<file path="src/rtl/multdiv_pkg.sv">
`default_nettype none
// ============================================================================
//  Module      : multdiv_pkg
//  Description : Shared definitions for the multiply/divide unit: the
//                divider FSM state encoding, iteration count, cycle counter
//                width, overflow operand constants and a magnitude helper.
//  Revision    : 1.0 - initial release
// ============================================================================
package multdiv_pkg;

  // Divider control states.
  typedef enum logic [1:0] {
    IDLE = 2'd0,
    RUN  = 2'd1,
    DONE = 2'd2
  } div_state_e;

  // One quotient bit is produced per iteration.
  localparam int DIV_ITERS = 32;

  // Width of the iteration counter; must cover DIV_ITERS-1.
  localparam int CTR_W = 5;

  // The single signed quotient that does not fit in 32 bits:
  // 0x80000000 / -1.
  localparam logic [31:0] OVF_DIVIDEND = 32'h8000_0000;
  localparam logic [31:0] OVF_DIVISOR  = 32'hFFFF_FFFF;

  // Magnitude of a two's complement value, returned as unsigned.
  // 0x80000000 maps to 0x80000000, which is correct when read unsigned.
  function automatic logic [31:0] abs32(input logic [31:0] v);
    return v[31] ? (~v + 32'd1) : v;
  endfunction

endpackage : multdiv_pkg
`default_nettype wire

</file>
<file path="src/rtl/cycle_ctr5.sv">
`default_nettype none
// ============================================================================
//  Module      : cycle_ctr5
//  Description : 5-bit iteration counter with enable and synchronous clear.
//                Flags the final count (31) so the controller knows which
//                iteration is the last one. Counting past 31 wraps to 0.
//  Ports       : clk_i   - clock, rising edge
//                rst_ni  - asynchronous active-low reset (count -> 0)
//                en_i    - advance the count by one this cycle
//                clr_i   - force the count to 0 (wins over en_i)
//                last_o  - high while the count equals 31
//  Revision    : 1.0 - initial release
// ============================================================================
module cycle_ctr5
  import multdiv_pkg::*;
(
  input  logic clk_i,
  input  logic rst_ni,
  input  logic en_i,
  input  logic clr_i,
  output logic last_o
);

  logic [CTR_W-1:0] count_q;
  logic [CTR_W-1:0] count_d;

  always_comb begin
    count_d = count_q;
    if (clr_i) begin
      count_d = '0;
    end else if (en_i) begin
      count_d = count_q + CTR_W'(1);
    end
  end

  always_ff @(posedge clk_i or negedge rst_ni) begin
    if (!rst_ni) begin
      count_q <= '0;
    end else begin
      count_q <= count_d;
    end
  end

  assign last_o = (count_q == CTR_W'(DIV_ITERS - 1));

endmodule : cycle_ctr5
`default_nettype wire

</file>
<file path="src/rtl/div_32.sv">
`default_nettype none
// ============================================================================
//  Module      : div_32
//  Description : Iterative signed 32-bit restoring divider. A start pulse
//                latches the operand magnitudes and the result sign, then one
//                quotient bit is resolved per cycle for 32 cycles. The
//                quotient truncates toward zero. Divide-by-zero and the
//                0x80000000 / -1 overflow take a fast path with no iterations
//                and raise data_exception.
//  Ports       : clock          - clock, rising edge
//                reset          - asynchronous active-low reset
//                ctrl_DIV       - start pulse (accepted in IDLE or DONE)
//                data_operandA  - dividend, two's complement
//                data_operandB  - divisor, two's complement
//                data_result    - quotient, held until the next completion
//                data_exception - divide-by-zero / overflow flag
//                data_resultRDY - one-cycle result-valid pulse
//                busy           - operation in progress
//  Revision    : 1.0 - initial release
// ============================================================================
module div_32
  import multdiv_pkg::*;
#(
  parameter int WIDTH = 32
) (
  input  logic             clock,
  input  logic             reset,
  input  logic             ctrl_DIV,
  input  logic [WIDTH-1:0] data_operandA,
  input  logic [WIDTH-1:0] data_operandB,
  output logic [WIDTH-1:0] data_result,
  output logic             data_exception,
  output logic             data_resultRDY,
  output logic             busy
);

  // --------------------------------------------------------------------------
  // State
  // --------------------------------------------------------------------------
  div_state_e  state_q, state_d;
  logic [31:0] rem_q,   rem_d;    // partial remainder
  logic [31:0] quo_q,   quo_d;    // dividend bits shifting out, quotient in
  logic [31:0] dvs_q,   dvs_d;    // divisor magnitude
  logic        neg_q,   neg_d;    // quotient must be negated at the end
  logic        spec_q,  spec_d;   // operation resolved by the fast path
  logic [31:0] res_q,   res_d;
  logic        exc_q,   exc_d;

  // --------------------------------------------------------------------------
  // Operand decode at start
  // --------------------------------------------------------------------------
  logic        start_acc;
  logic        b_zero;
  logic        ovf;

  assign start_acc = ctrl_DIV && ((state_q == IDLE) || (state_q == DONE));
  assign b_zero    = (data_operandB == 32'd0);
  assign ovf       = (data_operandA == OVF_DIVIDEND) && (data_operandB == OVF_DIVISOR);

  // --------------------------------------------------------------------------
  // Restoring iteration datapath
  // --------------------------------------------------------------------------
  // The remainder is always below the divisor (at most 2^31), so shifting in
  // one dividend bit fits in 32 bits; the extra bit of the 33-bit trial
  // difference is purely the borrow that decides the quotient bit.
  logic [32:0] rem_shift;
  logic [32:0] trial;
  logic        q_bit;
  logic [31:0] rem_next;
  logic [31:0] quo_next;
  logic [31:0] quo_signed;

  assign rem_shift  = {rem_q, quo_q[31]};
  assign trial      = rem_shift - {1'b0, dvs_q};
  assign q_bit      = ~trial[32];
  assign rem_next   = q_bit ? trial[31:0] : rem_shift[31:0];
  assign quo_next   = {quo_q[30:0], q_bit};
  assign quo_signed = neg_q ? (~quo_next + 32'd1) : quo_next;

  // --------------------------------------------------------------------------
  // Iteration counter
  // --------------------------------------------------------------------------
  // Counts only on real iterations. A fast-path operation never advances it,
  // so it is already 0 when the next start arrives. Counting through 31 wraps
  // it to 0 on the edge that enters DONE.
  logic ctr_en;
  logic ctr_last;

  assign ctr_en = (state_q == RUN) && !spec_q;

  cycle_ctr5 u_ctr (
    .clk_i  (clock),
    .rst_ni (reset),
    .en_i   (ctr_en),
    .clr_i  (start_acc),
    .last_o (ctr_last)
  );

  // --------------------------------------------------------------------------
  // Next-state logic
  // --------------------------------------------------------------------------
  always_comb begin
    state_d = state_q;
    rem_d   = rem_q;
    quo_d   = quo_q;
    dvs_d   = dvs_q;
    neg_d   = neg_q;
    spec_d  = spec_q;
    res_d   = res_q;
    exc_d   = exc_q;

    unique case (state_q)
      IDLE, DONE: begin
        if (ctrl_DIV) begin
          rem_d  = 32'd0;
          dvs_d  = abs32(data_operandB);
          neg_d  = data_operandA[31] ^ data_operandB[31];
          spec_d = b_zero || ovf;
          // For the fast path the quotient register carries the final
          // answer directly, so the RUN cycle just publishes it.
          if (b_zero) begin
            quo_d = 32'd0;
          end else if (ovf) begin
            quo_d = OVF_DIVIDEND;
          end else begin
            quo_d = abs32(data_operandA);
          end
          state_d = RUN;
        end else begin
          state_d = IDLE;
        end
      end

      RUN: begin
        if (spec_q) begin
          // Fast path: resolved in the single cycle after the start edge.
          res_d   = quo_q;
          exc_d   = 1'b1;
          state_d = DONE;
        end else begin
          rem_d = rem_next;
          quo_d = quo_next;
          if (ctr_last) begin
            res_d   = quo_signed;
            exc_d   = 1'b0;
            state_d = DONE;
          end
        end
      end

      default: begin
        state_d = IDLE;
      end
    endcase
  end

  // --------------------------------------------------------------------------
  // Registers
  // --------------------------------------------------------------------------
  always_ff @(posedge clock or negedge reset) begin
    if (!reset) begin
      state_q <= IDLE;
      rem_q   <= 32'd0;
      quo_q   <= 32'd0;
      dvs_q   <= 32'd0;
      neg_q   <= 1'b0;
      spec_q  <= 1'b0;
      res_q   <= 32'd0;
      exc_q   <= 1'b0;
    end else begin
      state_q <= state_d;
      rem_q   <= rem_d;
      quo_q   <= quo_d;
      dvs_q   <= dvs_d;
      neg_q   <= neg_d;
      spec_q  <= spec_d;
      res_q   <= res_d;
      exc_q   <= exc_d;
    end
  end

  // --------------------------------------------------------------------------
  // Outputs
  // --------------------------------------------------------------------------
  assign data_result    = res_q;
  assign data_exception = exc_q;
  assign data_resultRDY = (state_q == DONE);
  assign busy           = (state_q == RUN);

endmodule : div_32
`default_nettype wire
</file>
<file path="config.mk">
export PLATFORM = sky130hd
export DESIGN_NAME = div_32
export DESIGN_NICKNAME = d
export VERILOG_FILES = /design/src/rtl/multdiv_pkg.sv /design/src/rtl/cycle_ctr5.sv /design/src/rtl/div_32.sv
export SDC_FILE = /design/constraint.sdc
export NUM_CORES = 1
export LEC_CHECK = 0
export CAP_MARGIN = 40
export CELL_PAD_IN_SITES_DETAIL_PLACEMENT = 0
export CELL_PAD_IN_SITES_GLOBAL_PLACEMENT = 1
export CORE_MARGIN = 3
export CORE_UTILIZATION = 47
export CTS_CLUSTER_SIZE = 30
export DETAILED_ROUTE_END_ITERATION = 8
export PLACE_DENSITY = 0.84
export SYNTH_ARGS = -nofsm -noshare
export SYNTH_HDL_FRONTEND = slang
export SYNTH_SLANG_ARGS = --single-unit
</file>
<file path="constraint.sdc">
create_clock -name clock -period 12.7 [get_ports clock]
set_input_delay 2.54 -clock clock [delete_from_list [all_inputs] [get_ports clock]]
set_output_delay 2.54 -clock clock [all_outputs]
set_load 0.05 [all_outputs]
</file>
### Word-level counts from Yosys, hierarchy flattened

Index checks and enable logic that the tools add are counted.

* word-level logic and storage cells: 64
* input port bits: 67
* bits in registers: 138

* mux-type cells: 22
* bitwise gates (word level): 5
* add/sub/neg operators: 5
* reduce and logical (&&, ||, !) cells: 15
* equality and inequality tests: 8

Operators by type and width (number)
* 32-bit two-way mux: 12
* 32-bit one-hot mux with 2 select lines: 2
* 32-bit by 1-bit adder with 32-bit output, second input constant: 3
* 32-bit NOT: 3
* 32-bit equality test, second input constant: 2
* 33-bit by 32-bit subtractor with 33-bit output: 1
* 32-bit zero test: 1
* 5-bit two-way mux: 2
* 2-bit nonzero test: 3
* 5-bit by 1-bit adder with 5-bit output, second input constant: 1
* 5-bit equality test, second input constant: 1
* 2-bit two-way mux: 2
* 2-bit != test, second input constant: 2
* 2-bit one-hot mux with 2 select lines: 1
* 2-bit AND reduction: 2
* 1-bit logical AND: 3
* 1-bit two-way mux: 3
* 3-bit by 1-bit != test with 1-bit output, second input constant: 1
* 3-bit AND reduction: 1
* 2-bit by 1-bit equality test with 1-bit output, second input constant: 1
* 2-bit equality test, second input constant: 1
* 2-bit zero test: 1
* 1-bit logical OR: 2
* 2-bit OR reduction: 1
* other kinds (3): 3

### Logic depth before layout (Yosys ltp)

Gate-level depths: netlist of the first run.

* depth in word-level cells: 7
* gate-level depth with buffers: 21
* mapped depth without buffers: 20

### By module

From an unflattened synthesis of the first run, not the netlist that was laid out.

* cell total of the unflattened synthesis: 1236
* area total of the unflattened synthesis: 9935.8 um^2

By module, submodules not included
* div_32: cells each 1214, times used 1, area each 9659.3 um^2
* cycle_ctr5: cells each 22, times used 1, area each 276.5 um^2

### Least setup slack after synthesis of the first run

Ideal clock, no wire load.

* path type: input-to-reg
* start: input data_operandB[6]
* end: register quo_q[0]
* arrival time: 5160 ps
* library setup time: 133 ps
* stages on the path: 11
* data required time: 12567 ps
* path slack: 7408 ps
* cells stage by stage: or4_1 > or2_1 > or3_1 > or3_1 > nand2b_1 > nand2b_4 > o41ai_4 > buf_4 > nor3_1 > a211oi_1 > a21oi_1

* word-level cells in the longest chain between the ends: 6

RTL lines
* from (decl): line div_32.sv:30 `input logic [WIDTH-1:0] data_operandB,`
* 32-bit equality test: line div_32.sv:58 `assign ovf = (data_operandA == OVF_DIVIDEND) && (data_operandB == OVF_DIVISOR);`
* 1-bit logical AND: line div_32.sv:58
* 32-bit two-way mux: line div_32.sv:123 `end else if (ovf) begin`
* 32-bit two-way mux (*): line div_32.sv:121 `if (b_zero) begin`
* 32-bit two-way mux (*): line div_32.sv:114 `if (ctrl_DIV) begin`
* 32-bit one-hot mux with 2 select lines (*): line div_32.sv:112 `unique case (state_q)`
* to (signal assigned): line div_32.sv:173 `quo_q <= quo_d;`
* to (decl): line div_32.sv:42 `logic [31:0] quo_q, quo_d;`

Mark *: on every way between the ends. The rest lies on a longest branch, timed or not. The select of a mux whose other input is x is not followed.
A chain may end at the register's enable or synchronous reset.

### Final worst setup path of the first run

* start: input data_operandB[6]
* end: register quo_q[30]

Same word-level chain as after synthesis.

==> metrics.md, run 1 <==
| Metric | Value |
|---|---|
| CTS tree | built |
| Comb pwr share | about three fifths |
| Postcts setup bufs | 0 |
| Most used DFF post-synth | dfrtp_1 |
| Via count | just under 9000 |
| Post-Synthesis Cells | between 1000 and 1500 |
| Layout net count | 1400 |
| Final Skew | around 0.012 ns |
| Final Instance Area | roughly 12000 um^2 |
| Fin util | a little under three fifths |
| Port Buffer Count | roughly 100 |
| Fmax achieved | about 170 MHz |
| Post-CTS Resized | 0 |
| Top cells by area, synth | dfrtp_1, o21ai_0, xor2_1, nand2_1, a21oi_1 |
| Top post-synthesis cells by count | nand2_1, o21ai_0, dfrtp_1, a21oi_1, nor2_1 |
| Antenna violations before repair | 0 |
| Outcome | complete, no violations |
| Synthesis Warnings | 0 |
| Deepest clock path buffer count | 2 |
| Die area | roughly 23000 um^2 |
| Setup_tns | 0 ns |
| CTS clk-pin slew, worst paths | 0.06 ns |
| Final wirelength | 26.1 mm |
| Diode count | 0 |
| EDFF count, synth | 0 |
| Core Rows | 52 |
| GRT Util Overall | 23.1% |
| Internal power | between 1.5 and 2 mW |
| Initial Utilization | between 40% and 50% |
| Die span in x | between 150 and 200 um |
| Share of Yosys cell area claimed by the top area cell type | between 30% and 40% |
| Min-Delay Path Class | flop to flop |
| Post-Syn Area | a little under 10000 um^2 |
| IO Pins | 102 |
| Leak Pwr | about 5.0 nW |
| Remaining Overflow, GRT | 0 |
| Crit-path max FO | 21 |
| HPWL reported at the end of detailed placement | around 19 mm |
| Max IR drop VDD | around 94 uV |
| Synth cell types | 61 |
| Vias/cell | between 5 and 6 |
| Vias in the first global route | approximately 8000 |
| Switching share of total power | approximately 48% |
| Clock latency on the worst-skew pair | approximately 0.43 ns |
| First-pass DRT Iterations | 5 |
| Core area | slightly above 20000 um^2 |
| Hold bufs inserted after CTS | 0 |
| Reg power frac | between 20% and 30% |
| Clock root buffer master | clkbuf_16 |
| Worst-Margin Slew | ~0.84 ns |
| Largest net degree at the start of global routing | 85 |
| Worst slew margin | between 40% and 50% |
| Final cell count without fillers | roughly 1600 |
| Share of cells above drive strength 1 | approximately 5.6% |
| Seq/Total Area, Yosys | between 30% and 40% |
| Critical path type | input pin to flop |
| DRC | 0 |
| Placed insts | 1545 |
| Wire per inst | around 17 um |
| Mapped Avg Cell Area | 8.01 um^2 |
| Mapped Nets | 1341 |
| First-pass GRT wire length | between 40 and 50 mm |
| Net switching power | about 1.6 mW |
| Fin. Hold Viols | 0 |
| DP Area | 11100 um^2 |
| Die height | around 150 um |
| CP Data Arrival Time | ~6.2 ns |
| Post-synthesis to final-layout area growth | 18.9% |
| Iter 0 DRT Violations | approximately 660 |
| Pwr dens | about 290 nW/um^2 |
| H-tree levels | 4 |
| Final worst slack | between 6 and 7 ns |
| CP Capture Type | flop |
| Setup repair after global routing missed its margin | no |
| Final min period | between 5 and 6 ns |
| Placement Setup Slack | roughly 6.3 ns |
| Gpl congestion | 0.857 |
| Final worst path period share | between 40% and 50% |
| Critical Path Source Type | input pin |
| Number of CTS-inserted buffers | 17 |
| Flops & latches, synth | 138 |
| Post-DRT Antenna Nets | 0 |
| FFs w/ async S/R, synth | 100% |
| Endpoints failing setup | 0 |
| Max Cap Violations | 0 |
| WP data required | approximately 13 ns |
| Max-slew violations | 0 |
| Clock share of power | 15.5% |
| Top cell type by total area after synthesis | dfrtp_1 |
| # clock sinks | about 140 |
| Count leader, synth | nand2_1 |
worst max-delay path: stages:
cell	delay, ns
clkdlybuf4s50_1	0.52
or4_1	0.56
or2_1	0.24
or3_1	0.39
or3_1	0.38
nand2b_1	0.20
nand2b_4	0.18
o41ai_4	0.29
buf_4	0.31
nor2_2	0.20
a221oi_1	0.35
nor2_1	0.07
logic make-up after synthesis:
kind of cell	share of synthesized area, %
AOI/OAI and AO/OA	22.6
DFF	34.9
buffers and inverters	4.93
adders and majority gates	5.01
muxes	1.62
xor gates and xnor gates	9.74
and+or+nand+nor	21.1
per-stage QoR:
step | hold slack, ns | power, mW
final | 0.475 | 3.39
after global routing | 0.505 | 3.68
after CTS | 0.483 | 3.38
after detailed placement | 0.469 | 2.84
after global placement | 0.459 | 2.79
after floorplan | 0.450 | 2.33
routing by layer:
metal | share of wire [%] | up-vias | GRT usage (%)
met5 | 0 | - | 0
met4 | 0.56 | 0 | 4.44
met3 | 5.4 | 11 | 2.99
met2 | 40 | 201 | 31.3
met1 | 54 | 4162 | 38.6
li1 | - | 4515 | -
final timing paths:
check | to | cells after the start | startpoint | slack, ns
max in group asynchronous | spec_q | 3 | reset | 9.52
min reg2reg | data_result[4] | 2 | data_result[4] | 0.47
min | data_result[4] | 2 | data_result[4] | 0.47
max reg2reg | data_result[30] | 18 | rem_q[22] | 8.31
max | quo_q[30] | 12 | data_operandB[6] | 6.77
min in group asynchronous | data_result[6] | 1 | reset | 2.11
cells in the final DEF, fill, tap and decap left out, types with 10 or more instances in the layout:
master / n
nand3_1: 40
o31ai_1: 29
nand4_1: 14
clkbuf_16: 17
or3_1: 17
and3_1: 12
nand2b_1: 16
o21ai_0: 141
a221oi_2: 10
clkdlybuf4s50_1: 100
dfrtp_1: 137
nor3_1: 41
buf_4: 13
xor2_1: 76
nand2_1: 151
a21oi_1: 109
or4_1: 13
ha_1: 38
o41ai_1: 13
inv_1: 48
nor4_1: 10
mux2i_1: 16
nor2_1: 92
xnor2_1: 34
power groups by stage:
stage	clock network, mW	registers [mW]	logic [mW]
finish	0.526	0.876	1.98
global route	0.554	0.899	2.23
CTS	0.535	0.868	1.98
detailed placement	0	0.874	1.97
global placement	0	0.878	1.91
floorplan	0	0.867	1.46
area by class of cell:
type                            instances  area [um^2]
Fill cell                            1972         8670
Multi-Input combinational cell        971         5980
Sequential cell                       138         3450
Timing Repair Buffer                  117         1180
Clock buffer                           18          439
Tap cell                              270          338
Inverter                               49          184
Clock inverter                         14          183
flip-flops by register name (all words and copies together), names as in the netlist:
signal,flops
data_result,32
dvs_q,32
quo_q,32
rem_q,32
u_ctr.count_q,5
state_q,2
data_exception,1
neg_q,1
spec_q,1
No activity file was read; power rests on OpenSTA's default activity.
==> inputs of run 2 (changes only) <==
- CORE_UTILIZATION: 47 -> 39
- PLACE_DENSITY: 0.84 -> 0.74
- clock period: 12.7 -> 5.3 ns (I/O delays scaled with it)
==> run 2 against run 1 <==
Register-to-register slack worse by 7.3 ns. Utilization fell by 9.7 points. Highest routed layer unchanged. Sequential share of layout area barely moved. Critical path type is now flop to flop. Flip-flop and latch count stayed put. Wire length increased by 3.8%. Critical path depth increased by 8. Sequential power rose by 140%.
==> metrics.md, run 2 (synthesis results as in run 1) <==
| Metric | Value |
|---|---|
| Most frequent CP cell | o21ai_0 (was or3_1) |
| Worst path cell trace | inv_1 > ha_1 > fa_1 > nand2b_1 > a21oi_1 > o21ai_0 > nand2_1 > o211a_1 > o21ai_0 > nand2_1 > clkinv_1 > ha_1 > nand3_1 > or2_2 > or3_1 > o21ai_0 > xor2_1 > nor2_1 > a21oi_1 > o21ai_0 (was clkdlybuf4s50_1 > or4_1 > or2_1 > or3_1 > or3_1 > nand2b_1 > nand2b_4 > o41ai_4 > buf_4 > nor2_2 > a221oi_1 > nor2_1) |
| Slowest cell delay on critical path | 0.43 ns (was 0.56 ns) |
| Fmax achieved | around 230 MHz |
| Pwr dens | 682 nW/um^2 (was 288 nW/um^2) |
| Share of cells above drive strength 1 | 5.51% (was 5.59%) |
| Worst slew margin | 40.4% (was 43.8%) |
| Reg power frac | 26.3% (was 25.9%) |
| Deepest clock path buffer count | 2 (unchanged) |
| Fin. Hold Viols | 0 (unchanged) |
| Worst-Margin Slew | 0.894 ns (was 0.843 ns) |
| Comb pwr share | 58.9% (was 58.6%) |
| WP data required | 5.59 ns (was 13.00 ns) |
| Port Buffer Count | 101 (unchanged) |
| Instance count on the critical path | 20 (was 12) |
| Gpl congestion | 0.834 (was 0.857) |
| Diode count | 0 (unchanged) |
| Final Instance Area | 11800 um^2 (about the same) |
| Clock root buffer master | clkbuf_16 (unchanged) |
| Endpoints failing setup | 0 (unchanged) |
| Final worst path period share | 80.9% |
| Postcts setup bufs | 0 (unchanged) |
| Outcome | complete, no violations (unchanged) |
| Final min period | about 4.3 ns |
| Largest net degree at the start of global routing | 90 (was 85) |
| Number of CTS-inserted buffers | 17 (unchanged) |
| Number of cells on the worst reg-to-reg path | 20 (was 18) |
| Vias in the first global route | 8356 (was 7956) |
| Die height | 165 um (was 151 um) |
| Clock share of power | 14.8% (was 15.5%) |
| Slowest stage cell, crit path | dfrtp_1 (was or4_1) |
| Grt met2 use | 27.6% (was 31.3%) |
| Via count | 8860 (was 8889) |
| Net switching power | 3.89 mW (was 1.62 mW) |
| Worst r2r src | quo_q[31] (was rem_q[22]) |
| Post-DRT Antenna Nets | 0 (unchanged) |
| Vias/cell | 5.44 (was 5.64) |
| CTS clk-pin slew, worst paths | 0.06 ns (about the same) |
| CTS tree | built (unchanged) |
| Antenna violations before repair | 0 (unchanged) |
| HPWL reported at the end of detailed placement | 19.6 mm (was 18.7 mm) |
| GRT Util Overall | 20.6% (was 23.1%) |
| Final wirelength | 27.1 mm (was 26.1 mm) |
| CP Data Arrival Time | 4.58 ns (was 6.23 ns) |
| First-pass GRT wire length | 45.2 mm (was 42.2 mm) |
| Remaining Overflow, GRT | 0 (unchanged) |
| IO Pins | 102 (unchanged) |
| Final worst slack | 1.01 ns (was 6.77 ns) |
| Leak Pwr | 4.94 nW (was 4.97 nW) |
| Iter 0 DRT Violations | 688 (was 657) |
| First-pass DRT Iterations | 5 (unchanged) |
| Max IR drop VDD | 281 uV (was 93.8 uV) |
| Initial Utilization | 40.2% (was 48.4%) |
| Global route hottest layer | met1 (unchanged) |
| Critical path type | flop to flop (was input pin to flop) |
| Setup_tns | 0 ns (unchanged) |
| Switching share of total power | 48.4% (was 47.9%) |
| Most frequent cells in the layout | nand2_1, o21ai_0, dfrtp_1, a21oi_1, clkdlybuf4s50_1 (unchanged) |
| Max Cap Violations | 0 (unchanged) |
| Final Skew | 0.0115 ns (was 0.0123 ns) |
| Post-synthesis to final-layout area growth | 18.9% (about the same) |
| # clock sinks | 138 (unchanged) |
| CP bufs+invs | 2 (unchanged) |
| Most common cell after layout, fill and taps aside | nand2_1 (unchanged) |
| Core area | 24600 um^2 (was 20400 um^2) |
| CP Capture Type | flop (unchanged) |
| Layout net count | 1399 (was 1400) |
| Core Rows | 57 (was 52) |
| Setup repair after global routing missed its margin | no (unchanged) |
| Internal power | 4.14 mW (was 1.76 mW) |
| Family with the most delay on the worst path | simple AND/OR/NAND/NOR gates (unchanged) |
| Critical Path Source Type | flop (was input pin) |
| CP startpoint | quo_q[31] (was data_operandB[6]) |
| Clock latency on the worst-skew pair | 0.43 ns (about the same) |
| Placement Setup Slack | 0.590 ns (was 6.33 ns) |
| Met1 GRT Util | 33.7% (was 38.6%) |
| DP Area | 11200 um^2 (was 11100 um^2) |
| Die area | 27300 um^2 (was 22800 um^2) |
| H-tree levels | 4 (unchanged) |
| Hold bufs inserted after CTS | 0 (unchanged) |
| DRC | 0 (unchanged) |
| Tot Pwr | 8.03 mW (was 3.39 mW) |
| Met3 usage | 3.04% (was 2.99%) |
| Max-slew violations | 0 (unchanged) |
| Post-CTS Resized | 0 (unchanged) |
| Die span in x | 165 um (was 151 um) |
| Wire per inst | 16.6 um (about the same) |
| Crit-path max FO | 8 (was 21) |
| Min-Delay Path Class | input pin to asynchronous set/reset pin (was flop to flop) |
-- run 2: per-layer routing --
| metal | part of all wire (%) | up-vias |
|---|---|---|
| li1 | - | 4518 |
| met1 | 54 | 4107 |
| met2 | 39 | 213 |
| met3 | 5.5 | 22 |
| met4 | 1.3 | 0 |
| met5 | 0 | - |
-- run 2: cell type report --
cell class / count / area [um^2]
clock buffer: 21 / 470
sequential: 138 / 3450
inverter: 49 / 184
multi-input combinational: 971 / 5980
tap: 324 / 405
clock inverter: 11 / 110
fill: 2478 / 12800
timing repair buffer: 116 / 1160
-- run 2: path summary, 6_finish.rpt --
| check | endpoint | slack [ns] |
|---|---|---|
| worst max-delay path | data_result[30] | 1.01 |
| worst min-delay path | dvs_q[9] | 0.45 |
| worst max register to register | data_result[30] | 1.01 |
| worst min register to register | data_exception | 0.48 |
| max in group asynchronous | spec_q | 4.12 |
| min in group clock | data_exception | 0.48 |
-- run 2: stage by stage --
| stage | hold slack, ns | instances | utilization (%) |
|---|---|---|---|
| finish | 0.453 | 1630 | 47.8 |
| CTS | 0.445 | 1630 | 47.8 |
| floorplan | 0.450 | 1235 | - |
| global route | 0.454 | 1630 | 47.8 |
| detailed placement | 0.469 | 1598 | 45.4 |
| global placement | 0.461 | 1595 | 45.2 |
-- run 2: power by group through the flow --
stage	sequential, mW	combinational, mW	clock, mW
after floorplan	2.08	3.50	0
after global placement	2.12	4.64	0
after detailed placement	2.11	4.72	0
after CTS	2.09	4.74	1.21
after global routing	2.18	5.40	1.26
final	2.11	4.73	1.19
==> inputs of run 3 (changes only) <==
- CORE_UTILIZATION: 39 -> 43
- PLACE_DENSITY: 0.74 -> 0.78
- clock period: 5.3 -> 4.49 ns (I/O delays scaled with it)
==> run 3 against run 2 <==
Setup slack lost 0.66 ns. Highest routed layer unchanged. Largest power group unchanged. Fmax grew 3.7%. Hold slack got worse by 0.18 ns. Design area is 0.11% higher. Die area fell by 9.0%. Critical path type unchanged.
==> metrics.md, run 3 (synthesis results as in run 1) <==
| Metric | Value |
|---|---|
| DP Area | 11200 um^2 (about the same) |
| Antenna violations before repair | 0 (unchanged) |
| Final Instance Area | 11800 um^2 (about the same) |
| Layout net count | 1408 (was 1399) |
| IO Pins | 102 (unchanged) |
| Setup repair after global routing missed its margin | no (unchanged) |
| Worst path cell trace | inv_1 > ha_1 > a21oi_1 > o21ai_0 > a221oi_1 > nor2_1 > o31a_1 > o21ai_0 > nand2_1 > clkinv_1 > ha_1 > nand3_1 > or2_2 > or3_1 > o21ai_0 > xor2_1 > nor2_1 > a21oi_1 > o21ai_0 (was inv_1 > ha_1 > fa_1 > nand2b_1 > a21oi_1 > o21ai_0 > nand2_1 > o211a_1 > o21ai_0 > nand2_1 > clkinv_1 > ha_1 > nand3_1 > or2_2 > or3_1 > o21ai_0 > xor2_1 > nor2_1 > a21oi_1 > o21ai_0) |
| H-tree levels | 4 (unchanged) |
| Slowest stage cell, crit path | dfrtp_1 (unchanged) |
| Net switching power | 4.58 mW (was 3.89 mW) |
| Outcome | complete, no violations (unchanged) |
| Final wirelength | 26.9 mm (was 27.1 mm) |
| Die height | 158 um (was 165 um) |
| Gpl congestion | 0.875 (was 0.834) |
| Worst r2r src | dvs_q[21] (was quo_q[31]) |
| Clock latency on the worst-skew pair | 0.43 ns (about the same) |
| First-pass GRT wire length | 43.7 mm (was 45.2 mm) |
| Setup_tns | 0 ns (unchanged) |
| Clock share of power | 14.4% (was 14.8%) |
| R2R Path End | data_result[30] (unchanged) |
| Placed insts | 1563 (was 1598) |
| Deepest clock path buffer count | 2 (unchanged) |
| # clock sinks | 138 (unchanged) |
| Iter 0 DRT Violations | 580 (was 688) |
| Final min period | 4.14 ns (was 4.29 ns) |
| Tot Pwr | 9.47 mW (was 8.03 mW) |
| Remaining Overflow, GRT | 0 (unchanged) |
| CTS clk-pin slew, worst paths | 0.07 ns (was 0.06 ns) |
| Post-DRT Antenna Nets | 0 (unchanged) |
| Switching share of total power | 48.3% (was 48.4%) |
| Internal power | 4.89 mW (was 4.14 mW) |
| Slowest cell delay on critical path | 0.38 ns (was 0.43 ns) |
| Min-Delay Path Class | input pin to asynchronous set/reset pin (unchanged) |
| Port Buffer Count | 101 (unchanged) |
| Share of cells above drive strength 1 | 5.93% (was 5.51%) |
| Postcts setup bufs | 0 (unchanged) |
| Diode count | 0 (unchanged) |
| Via count | 8918 (was 8860) |
| Hold bufs inserted after CTS | 0 (unchanged) |
| Core area | 22200 um^2 (was 24600 um^2) |
| Final worst slack | 0.352 ns (was 1.01 ns) |
| R2R Setup Slk | 0.35 ns (was 1.01 ns) |
| Most common cell after layout, fill and taps aside | nand2_1 (unchanged) |
| Fmax achieved | 242 MHz (was 233 MHz) |
| Post-synthesis to final-layout area growth | 19.1% (was 18.9%) |
| DRC | 0 (unchanged) |
| CP bufs+invs | 2 (unchanged) |
| Final cell count without fillers | 1595 (was 1630) |
| Hold slack | 0.277 ns (was 0.453 ns) |
| CP Data Arrival Time | 4.41 ns (was 4.58 ns) |
| Post-CTS Resized | 0 (unchanged) |
| Comb pwr share | 59.5% (was 58.9%) |
| Die span in x | 158 um (was 165 um) |
| Critical path type | flop to flop (unchanged) |
| Vias in the first global route | 8175 (was 8356) |
| Crit-path max FO | 6 (was 8) |
| Max-slew violations | 0 (unchanged) |
| Fin. Hold Viols | 0 (unchanged) |
| WP data required | 4.76 ns (was 5.59 ns) |
| First-pass DRT Iterations | 5 (unchanged) |
| Wire per inst | 16.9 um (was 16.6 um) |
| Vias/cell | 5.59 (was 5.44) |
| CTS tree | built (unchanged) |
| Fin util | 53.0% (was 47.8%) |
| Die area | 24900 um^2 (was 27300 um^2) |
| Clock root buffer master | clkbuf_16 (unchanged) |
| Placement Setup Slack | 0.0930 ns (was 0.590 ns) |
| Max IR drop VDD | 521 uV (was 281 uV) |
| Number of CTS-inserted buffers | 17 (unchanged) |
| GRT Util Overall | 21.9% (was 20.6%) |
| Reg power frac | 26.1% (was 26.3%) |
| Endpoints failing setup | 0 (unchanged) |
| Final worst path period share | 92.2% (was 80.9%) |
| Pwr dens | 804 nW/um^2 (was 682 nW/um^2) |
| Final Skew | 0.0168 ns (was 0.0115 ns) |
| Max Cap Violations | 0 (unchanged) |
| Largest net degree at the start of global routing | 91 (was 90) |
| Core Rows | 54 (was 57) |
| Initial Utilization | 44.5% (was 40.2%) |
| Family with the most delay on the worst path | compound AO/OA/AOI/OAI gates (was simple AND/OR/NAND/NOR gates) |
| Worst-Margin Slew | 0.845 ns (was 0.894 ns) |
| Most frequent cells in the layout | nand2_1, o21ai_0, dfrtp_1, a21oi_1, clkdlybuf4s50_1 (unchanged) |
| Number of cells on the worst reg-to-reg path | 19 (was 20) |
| CP Capture Type | flop (unchanged) |
| HPWL reported at the end of detailed placement | 19.6 mm (about the same) |
| Worst slew margin | 43.6% (was 40.4%) |
| Leak Pwr | 4.99 nW (was 4.94 nW) |
| Most frequent CP cell | o21ai_0 (unchanged) |
| Critical Path Source Type | flop (unchanged) |
==> run 3: how the worst max path moves through the flow <==
| stage | from | end | slack, ns | depth (start not counted) |
|---|---|---|---|---|
| after floorplan | rem_q[22] | data_result[30] | 0.38 | 19 |
| after global placement | data_operandB[6] | quo_q[0] | 0.11 | 12 |
| after detailed placement | data_operandB[6] | quo_q[0] | 0.09 | 12 |
| after CTS | dvs_q[21] | data_result[30] | 0.40 | 19 |
| after global routing | dvs_q[21] | data_result[30] | 0.03 | 19 |
| final | dvs_q[21] | data_result[30] | 0.35 | 19 |
==> run 3: per-layer routing <==
layer  share of wire (%)  vias to the layer above  global-route usage [%]
met5                   0                        -                       0
met1                  56                     4162                    37.3
li1                    -                     4528                       -
met4                0.75                        0                    4.59
met2                  39                      214                    29.1
met3                 4.3                       14                    2.24
==> run 3: final cells by class <==
class,instances,area [um^2]
inverters,49,184
clock inverters,12,118
repair buffers,125,1240
multi-input cells,971,5980
well taps,280,350
clock buffers,20,447
fillers,2170,10500
flip-flops and latches,138,3450
==> run 3: worst register-to-register path: cells and delay by family, from the launching register on <==
| family | cells | cell delay (ns) |
|---|---|---|
| AO/OA/AOI/OAI | 8 | 1.68 |
| AND/OR/NAND/NOR | 6 | 1.03 |
| adder cells (fa/ha/maj) | 2 | 0.48 |
| flip-flops | 1 | 0.38 |
| buffers and inverters | 2 | 0.23 |
| XOR/XNOR | 1 | 0.18 |
==> run 3: power groups by stage <==
stage	combinational, mW	clock, mW	sequential (mW)
final	5.63	1.36	2.47
after global routing	6.36	1.44	2.54
after CTS	5.63	1.38	2.45
after detailed placement	5.59	0	2.47
after global placement	5.48	0	2.48
after floorplan	4.13	0	2.45
==> variant (flow settings as in run 2) <==
Encoding of `div_state_e`: now one-hot (3 bits for 3 states).
--- a/src/rtl/multdiv_pkg.sv
+++ b/src/rtl/multdiv_pkg.sv
@@ -9,10 +9,10 @@
 package multdiv_pkg;
 
   // Divider control states.
-  typedef enum logic [1:0] {
-    IDLE = 2'd0,
-    RUN  = 2'd1,
-    DONE = 2'd2
+  typedef enum logic [2:0] {
+    IDLE = 3'b001,
+    RUN  = 3'b010,
+    DONE = 3'b100
   } div_state_e;
 
   // One quotient bit is produced per iteration.
Function: same outputs for any inputs over 10 cycles, from zero or initial values and one cycle with reset low; not proved beyond that.
==> variant against run 2 <==
  * Final cell count fell by 0.61%
  * Sequential cell count rose by 1
  * Worst setup slack got worse by 0.51 ns
  * Worst hold slack improved by 0.024 ns
  * Cell area decreased by 0.54%
  * First-iteration DRC count fell by 19%
  * Highest routed layer unchanged
  * Wire length fell by 0.28%
  * Power down 21%
  * Synthesized cell count is 1.1% lower
  * Fmax down 11%
  * Sequential power down 12%
  * Count of clock-buffer cells in the layout increased by 2
  * Synthesized area fell by 0.90%
==> variant: results (changes against run 2) <==
status: complete, no violations
worst path arrival time: 5.09 ns (+0.51 ns)
Routed met3 length: 974 µm (-35%)
Syn Nets: 1328 (-0.97%)
Clock Skews: 0.00921 ns (-0.00228 ns)
crit-path max FO: 5 (-3)
largest net degree at the start of global routing: 79 (-12%)
mux cell area share after synthesis: 0.0133 (-0.00292)
grt met1 use: 0.264 (-0.0724)
Worst-path clk slew: 0.06 ns (about the same)
switching part of the total: 0.448 (-0.0364)
post-synthesis compound-gate area fraction: 0.222 (-0.00497)
Setup WS pre-CTS: 0.383 ns (-0.207 ns)
Pre-antenna DRT Iters: 5 (unchanged)
DR WL met2: 13000 µm (+22%)
post-synthesis sequential area ratio: 0.355 (+0.00585)
drt first-iter violations: 557 (-19%)
Max Used Layer: met4
Max VDD drop: 0.387 mV (+38%)
CTS Buf Count: 17 (unchanged)
global router's overall resource usage: 0.205 (-0.00168)
share of cells above drive strength 1: 0.0517 (-0.00343)
CP Launch Point: quo_q[31]
vias in the first global route: 8398 (+0.50%)
Post-CTS Setup Inserts: 0 (unchanged)
Unique masters post-synth: 63 (+3.3%)
worst min path class: flip-flop to flip-flop
# fillers: 2474 (-0.16%)
Worst Max-Slew Pin Slew: 0.860 ns (-0.0340 ns)
R2R setup slack: 0.50 ns (-0.51 ns)
M2 GR Usage: 0.351 (+0.0757)
Metal-1 WL: 12400 µm (-15%)
Async SR Flop Fraction: 1.00 (unchanged)
Endpoint, Worst Hold: dvs_q[22]
Combinational Power: 3.20 mW (-32%)
tightest hold margin: 0.476 ns (+0.0237 ns)
routed len/inst: 16.7 µm (+0.34%)
total power: 6.32 mW (-21%)
Post-CTS Resized: 0 (unchanged)
hpwl dp: 19800 µm (+1.2%)
Adder-Cell Fraction of Synth Area: 0.0506 (+0.000454)
Post-Synth XOR/XNOR Area: 0.102 (+0.00446)
nets@finish: 1389 (-0.71%)
Area contributors post-synth: dfrtp_1 (35%), xor2_1 (8.5%), o21ai_0 (8.5%)
fin crit period: 4.80 ns (+0.512 ns)
Post-synth top cells: nand2_1 (175), o21ai_0 (166), dfrtp_1 (138)
GR Util met3: 0.0329 (+0.00243)
GP Congestion: 0.808 (-3.1%)
DR vias/cell: 5.37 (-1.3%)
leakage power total: 5.12 nW (+3.7%)
Reg2Reg Depth: 21 (+5.0%)
clock network power share: 0.201 (+0.053)
first-pass GRT wire length: 43900 µm (-3.0%)
## variant: critical path, stage by stage (launching register included)
cell,delay [ns]
dfrtp_1,0.37
inv_1,0.07
ha_1,0.22
fa_1,0.39
nand2b_1,0.17
a21oi_1,0.20
o21ai_0,0.23
a311oi_1,0.28
a211oi_1,0.11
a21o_1,0.26
xnor2_2,0.16
inv_1,0.07
ha_1,0.21
nor4b_2,0.27
nand3b_1,0.13
or3_4,0.37
or4_4,0.45
o41ai_2,0.24
xor2_1,0.17
nor2_1,0.05
a21oi_1,0.14
o21ai_1,0.08
## variant: stage by stage
step	utilization	area [µm²]	std cells
global placement	0.450	11000	1586
floorplan	-	9800	1222
global route	0.477	11700	1620
finish	0.477	11700	1620
CTS	0.477	11700	1620
detailed placement	0.451	11100	1588
## variant: final cells by class
type	count	share of cell area
timing repair buffer	119	0.101
clock inverter	9	0.0117
inverter	48	0.0154
sequential	139	0.298
clock buffer	23	0.0417
multi-input combinational	958	0.498
tap	324	0.0347
